[src/rtl/uart_pkg.sv]
// Shared types and constants for the UART receive path.
//   rx_state_t           - receiver FSM state encoding
//   DEFAULT_CLKS_PER_BIT - 50 MHz system clock at 115200 baud
//   UART_DATA_BITS       - payload bits per frame
package uart_pkg;

  typedef enum logic [2:0] {
    IDLE,
    START,
    DATA,
    PARITY,
    STOP,
    BREAK
  } rx_state_t;

  localparam int DEFAULT_CLKS_PER_BIT = 50_000_000 / 115200;
  localparam int UART_DATA_BITS       = 8;

endpackage

[src/rtl/sync_2ff.sv]
// Multi-flop synchronizer for a single asynchronous input.
// The flops reset to 1 so an idle-high line never looks like activity
// while the chain fills after reset.
//   clk  in  system clock
//   rst  in  asynchronous active-high reset
//   d    in  asynchronous input
//   q    out synchronized output, STAGES clocks behind d
module sync_2ff #(
  parameter int STAGES = 2
) (
  input  logic clk,
  input  logic rst,
  input  logic d,
  output logic q
);

  logic [STAGES-1:0] ff;

  always_ff @(posedge clk or posedge rst) begin
    if (rst) begin
      ff <= '1;
    end else begin
      ff <= {ff[STAGES-2:0], d};
    end
  end

  assign q = ff[STAGES-1];

endmodule

[src/rtl/uart_rx_frame.sv]
// 8-N-1 UART receiver with synchronizer, start-bit glitch rejection,
// stop-bit framing check and break recovery. Good bytes are presented
// with a one-cycle done strobe; bad stop bits give a one-cycle frame_err.
// Optional even parity bit when UART_RX_PARITY_EN is defined, which adds
// the parity_err port.
//   clk        in  system clock
//   rst        in  asynchronous active-high reset
//   serial     in  raw UART line, idle high, asynchronous
//   data       out last correctly framed byte (LSB received first)
//   done       out one-cycle strobe, data updated this cycle
//   frame_err  out one-cycle strobe, stop bit sampled low
//   busy       out receiver not in IDLE
//   parity_err out one-cycle strobe, parity mismatch (UART_RX_PARITY_EN only)
//
// state  | meaning
// IDLE   | line idle, waiting for a low level
// START  | timing to mid start bit to confirm it is not a glitch
// DATA   | sampling eight data bits at mid-bit
// PARITY | sampling the even-parity bit (UART_RX_PARITY_EN only)
// STOP   | sampling the stop bit, strobing done or frame_err
// BREAK  | line stuck low after a framing error, waiting for idle
module uart_rx_frame
  import uart_pkg::*;
#(
  parameter int CLKS_PER_BIT = DEFAULT_CLKS_PER_BIT,
  parameter int SYNC_STAGES  = 2
) (
  input  logic                      clk,
  input  logic                      rst,
  input  logic                      serial,
  output logic [UART_DATA_BITS-1:0] data,
  output logic                      done,
  output logic                      frame_err,
  output logic                      busy
`ifdef UART_RX_PARITY_EN
  ,
  output logic                      parity_err
`endif
);

  localparam int CW = $clog2(CLKS_PER_BIT);
  localparam int BW = $clog2(UART_DATA_BITS);
  localparam logic [CW-1:0] CNT_HALF = CW'((CLKS_PER_BIT - 1) / 2);
  localparam logic [CW-1:0] CNT_LAST = CW'(CLKS_PER_BIT - 1);
  localparam logic [CW-1:0] CNT_ONE  = CW'(1);
  localparam logic [BW-1:0] BIT_LAST = BW'(UART_DATA_BITS - 1);
  localparam logic [BW-1:0] BIT_ONE  = BW'(1);

  rx_state_t                 state_q, state_d;
  logic                      rx_s;
  logic [CW-1:0]             cnt_q;
  logic [BW-1:0]             bit_idx_q;
  logic [UART_DATA_BITS-1:0] shift_q;
  logic                      cnt_last;
  logic                      done_d;
  logic                      frame_err_d;
`ifdef UART_RX_PARITY_EN
  logic                      parity_q;
  logic                      parity_err_d;
`endif

  sync_2ff #(
    .STAGES(SYNC_STAGES)
  ) u_sync (
    .clk(clk),
    .rst(rst),
    .d  (serial),
    .q  (rx_s)
  );

  assign cnt_last = (cnt_q == CNT_LAST);

  always_ff @(posedge clk or posedge rst) begin
    if (rst) begin
      state_q <= IDLE;
    end else begin
      state_q <= state_d;
    end
  end

  always_comb begin
    state_d = state_q;
    case (state_q)
      IDLE: begin
        if (!rx_s) state_d = START;
      end
      START: begin
        // A start bit must still be low at its midpoint, otherwise it was noise.
        if (cnt_q == CNT_HALF) state_d = rx_s ? IDLE : DATA;
      end
      DATA: begin
        if (cnt_last && (bit_idx_q == BIT_LAST)) begin
`ifdef UART_RX_PARITY_EN
          state_d = PARITY;
`else
          state_d = STOP;
`endif
        end
      end
`ifdef UART_RX_PARITY_EN
      PARITY: begin
        if (cnt_last) state_d = STOP;
      end
`endif
      STOP: begin
        if (cnt_last) state_d = rx_s ? IDLE : BREAK;
      end
      BREAK: begin
        if (rx_s) state_d = IDLE;
      end
      default: state_d = IDLE;
    endcase
  end

  // Strobe decisions are computed here and registered below so the
  // outputs come straight from flops.
  always_comb begin
    busy        = (state_q != IDLE);
    done_d      = 1'b0;
    frame_err_d = 1'b0;
`ifdef UART_RX_PARITY_EN
    parity_err_d = 1'b0;
`endif
    if ((state_q == STOP) && cnt_last) begin
      if (!rx_s) begin
        frame_err_d = 1'b1;
`ifdef UART_RX_PARITY_EN
      end else if (^{shift_q, parity_q}) begin
        parity_err_d = 1'b1;
`endif
      end else begin
        done_d = 1'b1;
      end
    end
  end

  always_ff @(posedge clk or posedge rst) begin
    if (rst) begin
      cnt_q     <= '0;
      bit_idx_q <= '0;
      shift_q   <= '0;
      data      <= '0;
      done      <= 1'b0;
      frame_err <= 1'b0;
`ifdef UART_RX_PARITY_EN
      parity_q   <= 1'b0;
      parity_err <= 1'b0;
`endif
    end else begin
      done      <= done_d;
      frame_err <= frame_err_d;
`ifdef UART_RX_PARITY_EN
      parity_err <= parity_err_d;
`endif
      if (done_d) data <= shift_q;

      case (state_q)
        START: begin
          bit_idx_q <= '0;
          cnt_q     <= (cnt_q == CNT_HALF) ? '0 : cnt_q + CNT_ONE;
        end
        DATA: begin
          if (cnt_last) begin
            // LSB arrives first; shifting right leaves it in bit 0.
            shift_q   <= {rx_s, shift_q[UART_DATA_BITS-1:1]};
            bit_idx_q <= bit_idx_q + BIT_ONE;
            cnt_q     <= '0;
          end else begin
            cnt_q <= cnt_q + CNT_ONE;
          end
        end
`ifdef UART_RX_PARITY_EN
        PARITY: begin
          if (cnt_last) begin
            parity_q <= rx_s;
            cnt_q    <= '0;
          end else begin
            cnt_q <= cnt_q + CNT_ONE;
          end
        end
`endif
        STOP: begin
          cnt_q <= cnt_last ? '0 : cnt_q + CNT_ONE;
        end
        default: begin
          cnt_q <= '0;
        end
      endcase
    end
  end

endmodule

[config.mk]
export PLATFORM = sky130hd
export DESIGN_NAME = uart_rx_frame
export DESIGN_NICKNAME = d
export VERILOG_FILES = /design/src/rtl/uart_pkg.sv /design/src/rtl/sync_2ff.sv /design/src/rtl/uart_rx_frame.sv
export SDC_FILE = /design/constraint.sdc
export NUM_CORES = 1
export LEC_CHECK = 0
export ABC_CLOCK_PERIOD_IN_PS = 1700
export CAP_MARGIN = 15
export CORE_MARGIN = 5
export CORE_UTILIZATION = 53
export CTS_BUF_LIST = sky130_fd_sc_hd__clkbuf_2 sky130_fd_sc_hd__clkbuf_4 sky130_fd_sc_hd__clkbuf_8
export DETAILED_ROUTE_END_ITERATION = 10
export GPL_TIMING_DRIVEN = 0
export PLACE_DENSITY = 0.77
export RECOVER_POWER = 100
export REMOVE_ABC_BUFFERS = 1
export SLEW_MARGIN = 40
export SYNTH_ARGS = -nofsm -noshare
export SYNTH_HDL_FRONTEND = slang
export SYNTH_SLANG_ARGS = --single-unit
[constraint.sdc]
create_clock -name clk -period 1.7 [get_ports clk]
set_input_delay 0.34 -clock clk [delete_from_list [all_inputs] [get_ports clk]]
set_output_delay 0.34 -clock clk [all_outputs]
set_load 0.02 [all_outputs]
==> results.toml <==
[worst_setup_path]
critPathRequiredTime_ns = 1.98
cp_max_fo = 9
crit_type = "reg2reg"
worst-endpoint-arrival_ns = 1.94
timing.critical_path.from_type = "flip-flop"
endpoint_kind = "flip-flop"

[pwr]
power_switching_w = 0.000319
comb_power_share_pct = 1.4
power_density_nw_per_um2 = 794
netSwitchingFraction_pct = 21.0
power_report.internal_total_w = 0.00120
seq_power_share_pct = 55.4
leakage_power_total_nw = 0.913
clkPwrFrac_pct = 43.2
max-vdd-ir-drop_v = 0.000940

[yosys]
postSynthRegisterBits = 35
synth.top_cell.area_share_pct = 50.7
syn-cell-area_sq_um = 1630
postSynth.asyncResetShare_pct = 100
top_flip_flop_cell_by_instance_count_after_synthesis = "sky130_fd_sc_hd__dfrtp_1"
synth_top_cells_by_area = "sky130_fd_sc_hd__dfrtp_1, sky130_fd_sc_hd__mux2_2, sky130_fd_sc_hd__ha_1, sky130_fd_sc_hd__dfstp_2, sky130_fd_sc_hd__nand3_1"
synth.yosys.warnings = 0
synthesized_instance_count = 134
syn_area_per_cell_sq_um = 12.1
synth-edff-count = 0
synthDominantAreaCellType = "sky130_fd_sc_hd__dfrtp_1"
netlist-cell-type-count = 40
synth.yosys.seq_area_share_pct = 54.0

[timing]
final_min_period_ns = 1.66
tightest_slew_ns = 0.692
timing.slew.headroom_pct = 53.8
timing.clock.skew_ns = 0.0182
final_max_slew_viol_count = 0
final.period_utilization_pct = 97.5
hold-worst-slack_ns = 0.362
setup_viol = 0
unrepaired_setup_endpoints_after_global_routing = "true"
final_hold_violations = 0
timing.fmax_ghz = 0.603

[global_routing]
via_count_of_the_first_global_routing_pass = 1126
grt.overflow.total = 0
grt_pass1_wl_microns = 5350
track_usage_pct = 16.5
number_of_antenna_violations_at_the_first_check_in_global_routing = 0
pin_count_of_the_biggest_net_entering_global_routing = 36

[placement]
detailed_place_hpwl_microns = 1920
place.gp.congestion = 0.870
portBuffers = 13

[clock_tree]
clk_transition_reported_paths_ns = 0.12
numClockSinks = 35
cts_max_level = 2
hold_buffers = 0
tritoncts = "yes"
clk_path_buf_depth = 2
tritoncts.num_buffers = 5
clock_insertion_delay_worst_skew_ns = 0.35
root_buffer = "sky130_fd_sc_hd__clkbuf_4"

[final_layout]
fraction_of_layout_instances_using_a_drive_strength_above_1_pct = 38.0
flow.area_growth_from_synthesis_pct = 17.4
insertedDiodeCount = 0
nNetsFinal = 165
finalCoreUtilization_pct = 63.6

[floorplanning]
fp.coreArea_sq_um = 3000
die_x_microns = 65.4
initial_core_util_pct = 54.2
die-height_microns = 65.4
io_pins = 14
floorplan.die_area_sq_um = 4280
rows = 20

[drt]
drc_errors = 0
drt_iter0_markers = 45
detail_route.wl_per_cell_microns = 15.4
vias_per_cell = 5.60
routed_wl_microns = 2950
route.layer.met1.wl_microns = 1260
dr_wl_met3_microns = 90
via_count = 1069
highest-signal-layer = "met4"
antenna_left = 0
met2_layer_wire_length_in_the_routed_design_microns = 1550
dr.pass1.iters = 2

[hold_path]
worst_hold_path_type = "reg2reg"

[run]
cap_violations = 0

[status]
run_status = "complete, no violations"
-- routing by layer --
layer | up-vias | track usage [%]
met2 | 12 | 27.4
li1 | 510 | -
met3 | 7 | 5.13
met4 | 0 | 5.44
met5 | - | 0
met1 | 540 | 20.4
-- critical path, cell delays in order (launching register included) --
cell and delay [ns]:
sky130_fd_sc_hd__dfrtp_1 0.41, sky130_fd_sc_hd__ha_1 0.20, sky130_fd_sc_hd__and4b_2 0.25, sky130_fd_sc_hd__and2_4 0.21
sky130_fd_sc_hd__o32a_4 0.40, sky130_fd_sc_hd__nor2_2 0.12
-- cell families after synthesis --
| group | share of synthesized area (%) |
|---|---|
| xor gates and xnor gates | 4.30 |
| DFF | 54.0 |
| muxes | 11.1 |
| AOI/OAI and AO/OA | 5.92 |
| buffers and inverters | 4.07 |
| and+or+nand+nor | 16.8 |
| adders and majority gates | 3.84 |
-- cells in the mapped netlist, drive strengths merged (2+ instances only) --
master	number
nor3	3
mux2	16
buf	5
o211ai	2
dfstp	2
and4bb	2
xnor2	5
ha	5
inv	7
o32a	2
nand3	10
a21o	2
nand2	4
nand2b	2
xor2	3
nor2	12
nand4	2
dfrtp	33
-- registers in the layout, summed over array words and instances, names as in the netlist --
signal and cells:
data 8, frame_err 1, bit_idx_q 3, state_q 3, cnt_q 9, shift_q 8, u_sync.ff 2, done 1
-- final timing paths --
path	start	end	slack, ns	depth (start not counted)
worst max-delay path	cnt_q[0]$_DFF_PP0_	cnt_q[8]$_DFF_PP0_	0.04	5
worst min-delay path	u_sync.ff[0]$_DFF_PP1_	u_sync.ff[1]$_DFF_PP1_	0.36	0
worst max register to register	cnt_q[0]$_DFF_PP0_	cnt_q[8]$_DFF_PP0_	0.04	5
worst min register to register	u_sync.ff[0]$_DFF_PP1_	u_sync.ff[1]$_DFF_PP1_	0.36	0
max in group asynchronous	rst	state_q[0]$_DFFE_PP0P_	0.67	2
min in group asynchronous	rst	data[6]$_DFFE_PP0P_	0.53	2
-- stage by stage --
step	setup WS (ns)	cells	area [sq um]	TNS, ns	power, W
floorplan	0.0163	128	1590	0	0.000869
global placement	-0.156	174	1760	-5.56	0.000878
detailed placement	-0.262	174	1760	-3.45	0.000880
CTS	0.0116	189	1940	0	0.00153
global route	-0.0249	191	1910	-0.0993	0.00158
finish	0.0428	191	1910	0	0.00152
-- layout by cell type (no fill, tap or decap), types with 2 or more instances in the layout --
cell type / instances
sky130_fd_sc_hd__dfrtp_1: 30
sky130_fd_sc_hd__inv_1: 6
sky130_fd_sc_hd__nand3_1: 10
sky130_fd_sc_hd__dfrtp_2: 3
sky130_fd_sc_hd__clkbuf_1: 9
sky130_fd_sc_hd__and4bb_2: 2
sky130_fd_sc_hd__mux2_2: 16
sky130_fd_sc_hd__nand2b_1: 2
sky130_fd_sc_hd__nor3_1: 3
sky130_fd_sc_hd__nor2_2: 8
sky130_fd_sc_hd__xor2_1: 3
sky130_fd_sc_hd__ha_1: 5
sky130_fd_sc_hd__o211ai_1: 2
sky130_fd_sc_hd__buf_4: 9
sky130_fd_sc_hd__a21o_1: 2
sky130_fd_sc_hd__clkbuf_4: 5
sky130_fd_sc_hd__nand2_1: 3
sky130_fd_sc_hd__dfstp_2: 2
sky130_fd_sc_hd__nor2_1: 4
sky130_fd_sc_hd__dlygate4sd3_1: 2
sky130_fd_sc_hd__xnor2_1: 5
-- power by group through the flow --
stage          Combinational [W]  Sequential [W]  Clock, W
6_report               0.0000219        0.000839  0.000655
5_1_grt                0.0000264        0.000840  0.000713
4_1_cts                0.0000244        0.000839  0.000664
3_5_place_dp           0.0000245        0.000855         0
3_3_place_gp           0.0000231        0.000855         0
2_1_floorplan          0.0000151        0.000854         0
-- area by class of cell --
type                    count  area (sq um)
repair buffers             22           136
well taps                  33          41.3
multi-input cells          86           734
flip-flops and latches     35           882
clock inverters             2          38.8
clock buffers               6          51.3
inverters                   7          26.3
fillers                   253          1090
-- repair_timing --
action	CTS	global route
endpoints found under the hold margin	0	0
pin swaps	3	5
buffers inserted	7	2
endpoints found under the setup margin	30	29
gates resized for setup	13	12
(Power assumes the default switching activity.)
